===== config.mk =====
export PLATFORM = sky130hd
export DESIGN_NAME = znmi_ctrl
export DESIGN_NICKNAME = d
export VERILOG_FILES = /design/src/rtl/znmi_pkg.sv /design/src/rtl/znmi_prio_enc.sv /design/src/rtl/znmi_ctrl.sv
export SDC_FILE = /design/constraint.sdc
export NUM_CORES = 1
export LEC_CHECK = 0
export CORE_ASPECT_RATIO = 1.2
export CORE_UTILIZATION = 38
export DETAILED_ROUTE_END_ITERATION = 10
export GPL_ROUTABILITY_DRIVEN = 0
export PLACE_DENSITY_LB_ADDON = 0.2
export SKIP_LAST_GASP = 1
export SYNTH_ARGS = -nofsm -noshare
export SYNTH_HDL_FRONTEND = slang
export SYNTH_SLANG_ARGS = --single-unit
export TNS_END_PERCENT = 20

===== constraint.sdc =====
create_clock -name fclk -period 1.65 [get_ports fclk]
set_clock_uncertainty 0.2 [all_clocks]
set_input_delay 0.4125 -clock fclk [delete_from_list [all_inputs] [get_ports fclk]]
set_output_delay 0.4125 -clock fclk [all_outputs]
set_load 0.02 [all_outputs]

===== src/rtl/znmi_pkg.sv =====
// Shared constants and helpers for the multi-source NMI controller.
package znmi_pkg;

  localparam logic [15:0] ENTRY_ADDR_DEF = 16'h0066;

  localparam int SRC_SPI = 0;
  localparam int SRC_BTN = 1;

  function automatic int clog2(input int n);
    int r;
    r = 0;
    while ((1 << r) < n) r++;
    return r;
  endfunction

endpackage


===== src/rtl/znmi_prio_enc.sv =====
// Lowest-index-wins priority encoder with a valid flag.
module znmi_prio_enc
  import znmi_pkg::*;
#(
  parameter int NSRC = 2,
  parameter int IW   = (NSRC > 1) ? clog2(NSRC) : 1
) (
  input  logic [NSRC-1:0] req,
  output logic [IW-1:0]   idx,
  output logic            valid
);

  // Scan from the top so the lowest set index is the last one written.
  always_comb begin
    idx   = '0;
    valid = 1'b0;
    for (int i = NSRC - 1; i >= 0; i--) begin
      if (req[i]) begin
        idx   = IW'(i);
        valid = 1'b1;
      end
    end
  end

endmodule


===== src/rtl/znmi_ctrl.sv =====
// Multi-source NMI controller: request latching, NMI pulse generation and
// tracking of the NMI service window, including ROM-deferred entry.
module znmi_ctrl
  import znmi_pkg::*;
#(
  parameter int          NSRC       = 2,
  parameter int          PULSE_LEN  = 7,
  parameter int          CLR_RFSH   = 2,
  parameter logic [15:0] ENTRY_ADDR = ENTRY_ADDR_DEF,
  parameter int          SYNC_INT   = 1,
  localparam int         SW         = (NSRC > 1) ? clog2(NSRC) : 1,
  localparam int         PW         = clog2(PULSE_LEN + 1)
) (
  input  logic            fclk,
  input  logic            rst_n,
  input  logic            zpos,
  input  logic            zneg,
  input  logic            int_start,
  input  logic [NSRC-1:0] set_nmi,
  input  logic [NSRC-1:0] nmi_mask,
  input  logic            clr_nmi,
  input  logic            rfsh_n,
  input  logic            m1_n,
  input  logic            mreq_n,
  input  logic            csrom,
  input  logic [15:0]     a,
  output logic            in_nmi,
  output logic            gen_nmi,
  output logic [SW-1:0]   nmi_src,
  output logic [NSRC-1:0] nmi_pending
);

  logic m1_r, mreq_r, rfsh_s0, rfsh_s1, was_m1_d;
  logic last_m1_rom, last_m1_entry;
  logic was_m1, rfsh_fall;

  logic [NSRC-1:0] set_prev, req_edge, win_mask;
  logic [SW-1:0]   win_idx;
  logic            win_valid, int_ok, fire, deferred_entry, clr_done;
  logic            in_nmi_2, pending_clr;
  logic [PW-1:0]   pulse_cnt;
  logic [3:0]      clr_cnt;

  assign was_m1    = ~(m1_r | mreq_r);
  assign rfsh_fall = rfsh_s1 & ~rfsh_s0;

  // Bus strobes are idle-high, so their shadows reset high.
  always_ff @(posedge fclk or negedge rst_n) begin
    if (!rst_n) begin
      m1_r          <= 1'b1;
      mreq_r        <= 1'b1;
      rfsh_s0       <= 1'b1;
      rfsh_s1       <= 1'b1;
      was_m1_d      <= 1'b0;
      last_m1_rom   <= 1'b0;
      last_m1_entry <= 1'b0;
    end else begin
      if (zpos) begin
        m1_r    <= m1_n;
        rfsh_s0 <= rfsh_n;
      end
      if (zneg) mreq_r <= mreq_n;
      rfsh_s1  <= rfsh_s0;
      was_m1_d <= was_m1;
      if (was_m1 & ~was_m1_d) begin
        last_m1_rom   <= csrom & (a[15:14] == 2'b00);
        last_m1_entry <= (a == ENTRY_ADDR);
      end
    end
  end

  znmi_prio_enc #(.NSRC(NSRC), .IW(SW)) u_prio (
    .req   (nmi_pending & ~nmi_mask),
    .idx   (win_idx),
    .valid (win_valid)
  );

  always_comb begin
    req_edge       = set_prev & ~set_nmi;
    int_ok         = (SYNC_INT != 0) ? int_start : 1'b1;
    fire           = win_valid & ~in_nmi & ~in_nmi_2 & ~gen_nmi & int_ok;
    deferred_entry = in_nmi_2 & rfsh_fall & last_m1_entry;
    // A fresh clr_nmi restarts the countdown instead of closing the window.
    clr_done       = pending_clr & (clr_cnt == 4'd0) & ~clr_nmi;
    win_mask       = '0;
    if (fire) win_mask[win_idx] = 1'b1;
  end

  assign gen_nmi = (pulse_cnt != '0);

  always_ff @(posedge fclk or negedge rst_n) begin
    if (!rst_n) begin
      set_prev    <= '0;
      nmi_pending <= '0;
      nmi_src     <= '0;
      pulse_cnt   <= '0;
      in_nmi      <= 1'b0;
      in_nmi_2    <= 1'b0;
      clr_cnt     <= 4'd0;
      pending_clr <= 1'b0;
    end else begin
      set_prev    <= set_nmi;
      // A new edge outranks the service clear of the same source.
      nmi_pending <= (nmi_pending & ~win_mask) | req_edge;
      if (fire) nmi_src <= win_idx;

      if (fire) pulse_cnt <= PW'(PULSE_LEN);
      else if (zpos && pulse_cnt != '0) pulse_cnt <= pulse_cnt - PW'(1);

      if (fire & last_m1_rom) in_nmi_2 <= 1'b1;
      else if (deferred_entry) in_nmi_2 <= 1'b0;

      if (clr_done) in_nmi <= 1'b0;
      else if ((fire & ~last_m1_rom) | deferred_entry) in_nmi <= 1'b1;

      if (clr_nmi) begin
        clr_cnt     <= 4'(CLR_RFSH);
        pending_clr <= 1'b1;
      end else begin
        if (rfsh_fall && clr_cnt != 4'd0) clr_cnt <= clr_cnt - 4'd1;
        if (clr_done) pending_clr <= 1'b0;
      end
    end
  end

endmodule


# After elaboration in Yosys (flattened, before gate mapping)
# Cells that the tools add are included.
# Widths: inputs -> output; s select.
[op_classes]
addsub = 2
order_cmp = 2
n_eq_ne = 1
mux = 16
n_bitwise = 30
reduce_logical = 12
[ops]
columns = ["operator", "count"]
rows = [
  ["$eq 16x7->1 const B", 1],
  ["$and 1x1->1", 13],
  ["$mux 1", 10],
  ["$reduce_bool 2->1", 5],
  ["$mux 4", 2],
  ["$not 1->1", 8],
  ["$and 2x2->2", 3],
  ["$mux 3", 2],
  ["$not 2->2", 3],
  ["$logic_not 4->1", 1],
  ["$reduce_bool 4->1", 1],
  ["$sub 4x1->4 const B", 1],
  ["$logic_and 1x1->1", 3],
  ["$reduce_bool 3->1", 1],
  ["$sub 3x1->3 const B", 1],
  ["$logic_not 2->1", 1],
  ["$lt 1x2->1 const B", 1],
  ["$mux 2", 1],
  ["$or 1x1->1", 2],
  ["$or 2x2->2", 1],
  ["$demux 1 s1", 1],
  ["$ge 1x1->1 const B", 1],
]
[totals]
regBits = 22
inputBits = 30
out_inout_bits = 5
word_cells = 78

# Longest topological paths before layout
# Gate-level depths: netlist of the first run.
[logic_depth]
ltp_word = 12
mapped_depth = 6
depth_no_buf = 5

# Hierarchy
# From an unflattened synthesis of the first run, not the netlist that was laid out.
[hier_totals]
hier_cells = 94
hier_area_um2 = 1032.2
[by_module_without_submodules]
columns = ["module", "instances", "cells_per_inst", "area_per_inst_um2", "seq_area_each_um2"]
rows = [
  ["znmi_ctrl", 1, 92, 1019.7, 555.5],
  ["znmi_prio_enc", 1, 2, 12.5, 0.0],
]

# Worst setup path after synthesis of the first run
# OpenSTA, ideal clock, no wires.
[synth_timing]
kind = "register to register"
startpoint = "register pulse_cnt[0]"
endpoint = "register nmi_pending[0]"
setup_ns = 0.121
t_arrival_ns = 1.401
setup_slack_ns = -0.072
path_stages_with_launch = 7
n_path_buf = 1
period_less_slack_ns = 1.722
cell_sequence = "dfrtp_1 inv_1 ha_1 nand2b_1 clkbuf_1 or3_1 a22o_1"
[synth_via]
elab_chain_len = 8
[synth_rtl]
columns = ["element", "line", "text"]
rows = [
  ["start, declared", "znmi_ctrl.sv:41", "logic [PW-1:0] pulse_cnt;"],
  ["start signal, assigned", "znmi_ctrl.sv:107", "if (fire) pulse_cnt <= PW'(PULSE_LEN);"],
  ["start signal, assigned", "znmi_ctrl.sv:108", "else if (zpos && pulse_cnt != '0) pulse_cnt <= pulse_cnt - PW'(1);"],
  ["$reduce_bool 3->1", "znmi_ctrl.sv:89", "assign gen_nmi = (pulse_cnt != '0);"],
  ["via gen_nmi", "znmi_ctrl.sv:28", "output logic gen_nmi,"],
  ["$not 1->1", "znmi_ctrl.sv:81", "fire = win_valid & ~in_nmi & ~in_nmi_2 & ~gen_nmi & int_ok;"],
  ["$and 1x1->1 (2 in a row)", "znmi_ctrl.sv:81", ""],
  ["$mux 2", "znmi_ctrl.sv:86", "if (fire) win_mask[win_idx] = 1'b1;"],
  ["$not 2->2", "znmi_ctrl.sv:104", "nmi_pending <= (nmi_pending & ~win_mask) | req_edge;"],
  ["$and 2x2->2", "znmi_ctrl.sv:104", ""],
  ["$or 2x2->2", "znmi_ctrl.sv:104", ""],
  ["end signal, assigned", "znmi_ctrl.sv:104", ""],
  ["end, declared", "znmi_ctrl.sv:30", "output logic [NSRC-1:0] nmi_pending"],
]
# The timed path passes the listed nets, and every way through them passes these cells.
# A chain may end at the register's enable or synchronous reset.

# Worst setup path after layout of the first run
[layout_timing]
startpoint = "register pulse_cnt[0]"
endpoint = "output gen_nmi"
[layout_via]
elab_chain_len = 1
[layout_rtl]
columns = ["element", "line"]
rows = [
  ["$reduce_bool 3->1", "znmi_ctrl.sv:89"],
  ["end, declared", "znmi_ctrl.sv:28"],
]
# No other way between the ends.

==> results.cfg, run 1 <==
[setup_path]
required_ns = 1.04
crit_path_end_kind = output port
reg2reg_to = nmi_pending[0]
arrival_ns = 1.11
startpoint = pulse_cnt[0]
start_kind = flop
crit_fanout = 2
setup.worst_path.class = flop to output port
reg2reg_from = in_nmi
reg2reg_slack_ns = -0.01
ff2ff_path_depth = 3
cp-endpoint = gen_nmi

[logic_synthesis]
yosysWarnings = 0
ys_seq_area_share_pct = 52.9
yosysMostFrequentCell = dfrtp_1
ys_ff_latch = 22
synthTopCellsByArea = dfrtp_1, dfstp_2, o21ai_0
synth_cell_type_count = 34
avgSynthCellArea_um2 = 10.5
synth_edf_count = 0
syn_nets = 133
synthCells = 100
synth_area_um2 = 1050
netlist.top_cell.by_area = dfrtp_1
synth_common_cells = dfrtp_1, inv_1, o21ai_0
async_flop_share_pct = 100
synth_ff_type = dfrtp_1
yosys.area.top_type_share_pct = 42.9

[sta]
relSlewSlack_pct = 71.2
fin_ws_ns = -0.0723
fmax_mhz = 581
setup_viol = 3
min_period_ns = 1.72
worst_pin_slew_ns = 0.430
whs_ns = 0.181
post-route-period-util_pct = 104
slew_viol_final = 0
finalHoldViolCount = 0
rsz0062_at_grt = yes

[routing]
wl_per_cell_um = 12.7
ant_nets = 0
num_vias = 983
first_iter_violations = 17
vias_per_cell = 5.23
drc = 0
first_pass_iters = 4
wl_um = 2380

[clocking]
clk_pin_slew_ns = 0.12
clock-root-buffer = clkbuf_4
cts.sinks = 22
tritoncts = done
htree_num_levels = 1
cts_buffers = 3
clock_latency_ns = 0.30
clk_path_buf_depth = 2
cts-hold-fix-buffers = 0

[pwr]
finalPower_w = 0.00180
cellPowerDensity_nw_per_um2 = 1070
leakage_nw = 0.725
vdd_drop_max_uv = 607

[floorplanning]
ios = 35
placementRows = 20
start_util_pct = 40.8
die_y_um = 59.6
core_area_um2 = 2580
die-area_um2 = 2980
die_w_um = 50.0

[outcome]
status = finished, violations left
violations = setup timing

[grt]
grt_pass1_wl_um = 4080
grt_pass1_vias = 1018
antenna_found_initial = 0
grt_max_degree = 23
track_usage_pct = 18.5
gr-total-overflow = 0

[cells_and_area]
antenna_cells = 0
fillers = 204
layout.nets = 189
drive_gt1_share_pct = 29.7
area_delta_synth_final_pct = 59.9

[run]
max_cap_viol_count = 0

[placed_design]
dp_hpwl_um = 1820
port-buffer-count = 34

[min_path]
min_from = rfsh_s0
hp-class = flop to flop
==> kinds of logic after synthesis <==
group	Yosys count	share of synthesized area (%)
AO/OA/AOI/OAI	31	19.4
adder cells (fa/ha/maj)	3	3.57
multiplexers	2	2.14
buffers and inverters	15	5.36
AND/OR/NAND/NOR	27	16.7
flip-flops	22	52.9
==> critical path, cell delays in order (launching register included) <==
cell	delay, ns
dfrtp_1	0.41
inv_2	0.08
ha_4	0.14
nand2b_4	0.05
buf_6	0.12
==> through the flow <==
stage | TNS (ns) | cells | setup WS (ns) | instance area (um^2) | utilization, %
6_report | -0.0843 | 188 | -0.0723 | 1680 | 65.2
5_1_grt | -0.454 | 188 | -0.120 | 1680 | 65.2
4_1_cts | -0.226 | 186 | -0.0801 | 1630 | 63.1
3_5_place_dp | -2.22 | 180 | -0.439 | 1560 | 60.3
3_3_place_gp | -1.86 | 180 | -0.391 | 1560 | 60.3
2_1_floorplan | -0.000915 | 100 | -0.000915 | 1060 | -
==> power breakdown <==
part	internal (W)	switching, W
Sequential	0.000651	0.0000692
Clock	0.000134	0.000154
Combinational	0.000450	0.000345
Total	0.00123	0.000568
==> registers in the layout, summed over array words and instances (netlist names), 2 cells and up <==
register,flops
pulse_cnt,3
set_prev,2
nmi_pending,2
clr_cnt,4
==> layout make-up <==
type	instances	area [um^2]	share of cell area, %
Inverter	13	48.8	2.90
Sequential cell	22	556	33.1
Tap cell	33	41.3	2.46
Timing Repair Buffer	53	497	29.6
Multi-Input combinational cell	63	502	29.9
Clock buffer	4	36.3	2.16
==> timing repair <==
item,CTS,global route
pin swaps,2,3
endpoints found under the setup margin,10,13
buffers inserted,2,2
gates resized for setup,19,10
==> layout by cell type (no fill, tap or decap), types with 3 or more instances in the layout <==
master / n
o211ai_1: 3
dlygate4sd2_1: 4
or3_1: 3
clkbuf_4: 3
inv_2: 4
clkdlybuf4s50_1: 28
dfstp_2: 4
dfrtp_1: 18
nand2_1: 4
inv_1: 9
o21ai_0: 12
buf_4: 17
a31oi_1: 3
==> worst min path at each step <==
stage / depth (start not counted) / slack, ns / end
2_1_floorplan: 0 / -0.08 / clr_cnt[0]
3_3_place_gp: 0 / 0.16 / rfsh_s1
3_5_place_dp: 0 / 0.16 / rfsh_s1
4_1_cts: 0 / 0.18 / rfsh_s1
5_1_grt: 0 / 0.19 / rfsh_s1
6_report: 0 / 0.18 / rfsh_s1
==> per-layer routing <==
metal  track usage (%)  wire [um]  up-vias
li1                  -          -      484
met1              20.5       1010      471
met2              34.5       1260       26
met3              3.33         94        2
met4              7.76         19        0
met5                 0          0        -
Note: power is estimated with default switching activity, not from simulation.
==> inputs of run 2 (changes only) <==
Settings changed: REMOVE_ABC_BUFFERS from default to 1.
==> run 2 against run 1 <==
Largest cell class unchanged. Core utilization decreased by 1.9 points. Routed wire length decreased by 8.5%. Flip-flop and latch count unchanged. The flow still finishes with violations (setup timing). Clock power increased by 38%.
==> results.cfg, run 2 (synthesis gave the netlist of run 1 again) <==
[outcome]
status = finished, violations left
violations = setup timing

[setup_path]
required_ns = 1.68
cp_slowest_cell = or4_4
ff2ff_path_depth = 6
critical-path-top-delay-family = simple AND/OR/NAND/NOR gates
reg2reg_from = clr_cnt[0]
crit_fanout = 5
reg2reg_slack_ns = -0.20
crit_path_end_kind = flop
start_kind = flop
crit_path_max_incr_delay_ns = 0.51
path_cells = inv_1 -> ha_1 -> nor3b_1 -> buf_4 -> or4_4 -> a21oi_2
reg2reg_to = clr_cnt[3]
crit_buf_inv = 2
setup.worst_path.class = flop to flop
arrival_ns = 1.88

[floorplanning]
ios = 35
die_w_um = 50.0
start_util_pct = 40.8
core_area_um2 = 2580
die_y_um = 59.6
die-area_um2 = 2980
placementRows = 20

[cells_and_area]
reg_top3 = clr_cnt: 4 flops, pulse_cnt: 3 flops
area_delta_synth_final_pct = 55.1
final_common_cell = clkdlybuf4s50_1
mostFrequentLayoutCells = clkdlybuf4s50_1, dfrtp_1, buf_4
fillers = 215
drive_gt1_share_pct = 22.5
largest_register = clr_cnt
layout.nets = 185
largest_reg_flops = 4
antenna_cells = 0
fin_util_pct = 63.3
final_cells = 184

[clocking]
htree_num_levels = 1
clk_pin_slew_ns = 0.12
cts_buffers = 3
cts-hold-fix-buffers = 0
clock_latency_ns = 0.30
tritoncts = done
clock-root-buffer = clkbuf_4
clk_path_buf_depth = 2
cts.sinks = 22

[min_path]
min_path_cells = 0
min_from = rfsh_s0
min_to = rfsh_s1
hp-class = flop to flop

[sta]
setup_viol = 6
post-route-period-util_pct = 112
worst_pin_slew_ns = 0.388
rsz0062_at_grt = yes
fin_ws_ns = -0.202
relSlewSlack_pct = 74.1
finalHoldViolCount = 0
min_period_ns = 1.85
fmax_mhz = 540
slew_viol_final = 0

[grt]
grt_max_degree = 23
grt_pass1_wl_um = 3860
gr-total-overflow = 0
grt_pass1_vias = 960
track_usage_pct = 16.9
antenna_found_initial = 0

[routing]
num_vias = 954
wl_per_cell_um = 11.8
first_iter_violations = 12
wl_um = 2180
vias_per_cell = 5.18
first_pass_iters = 4
ant_nets = 0
drc = 0

[pwr]
leakage_nw = 0.714
cellPowerDensity_nw_per_um2 = 1130
vdd_drop_max_uv = 671

[placed_design]
dp_hpwl_um = 1780
port-buffer-count = 34
place_inst = 179

[run]
max_cap_viol_count = 0
run 2: repair_timing:
action | CTS | global route
endpoints found under the setup margin | 9 | 14
gates resized for setup | 6 | 11
buffers inserted | 0 | 1
pin swaps | 0 | 1
cloned | 0 | 0
run 2: cell type report:
type                       count  area [um^2]  area share, %
sequential                    22          556           34.1
multi-input combinational     63          467           28.6
timing repair buffer          49          465           28.5
inverter                      13         48.8           2.99
tap                           33         41.3           2.53
clock inverter                 1         30.0           1.84
clock buffer                   3         22.5           1.38
run 2: how the worst max path moves through the flow:
stage | cells after the start | slack (ns) | start | to
4_1_cts | 4 | -0.26 | pulse_cnt[0] | gen_nmi
3_5_place_dp | 4 | -0.45 | int_start | nmi_pending[0]
2_1_floorplan | 5 | -0.04 | pulse_cnt[0] | nmi_pending[0]
5_1_grt | 6 | -0.29 | clr_cnt[0] | clr_cnt[3]
6_report | 6 | -0.20 | clr_cnt[0] | clr_cnt[3]
3_3_place_gp | 4 | -0.39 | int_start | nmi_pending[0]
run 2: power by group:
group | total [W] | leakage, nW | internal (W) | switching [W]
registers | 0.000712 | 0.256 | 0.000650 | 0.0000616
logic | 0.000728 | 0.430 | 0.000400 | 0.000327
clock network | 0.000398 | 0.0279 | 0.000245 | 0.000152
total | 0.00184 | 0.714 | 0.00130 | 0.000542
run 2: routing by layer:
layer  track usage (%)  wire [um]  vias up
li1                  -          -      472
met1              20.8        941      449
met2              30.3       1120       29
met3              2.31         91        4
met4              5.31         24        0
met5                 0          0        -
run 2: stage by stage:
stage	cell area, um^2	total power [W]	setup slack, ns	TNS [ns]	hold WS [ns]
2_1_floorplan	1040	0.00102	-0.0412	-0.0458	-0.0831
3_3_place_gp	1540	0.00136	-0.391	-2.11	0.162
3_5_place_dp	1540	0.00138	-0.446	-2.48	0.163
4_1_cts	1590	0.00176	-0.256	-1.01	0.173
5_1_grt	1630	0.00198	-0.290	-1.14	0.190
6_report	1630	0.00184	-0.202	-0.526	0.169
==> inputs of run 3 (changes only) <==
Settings changed: CTS_CLUSTER_SIZE from default to 14.
==> results of run 3 <==
No change in the layout: final DEF, timing and power equal those of run 2.
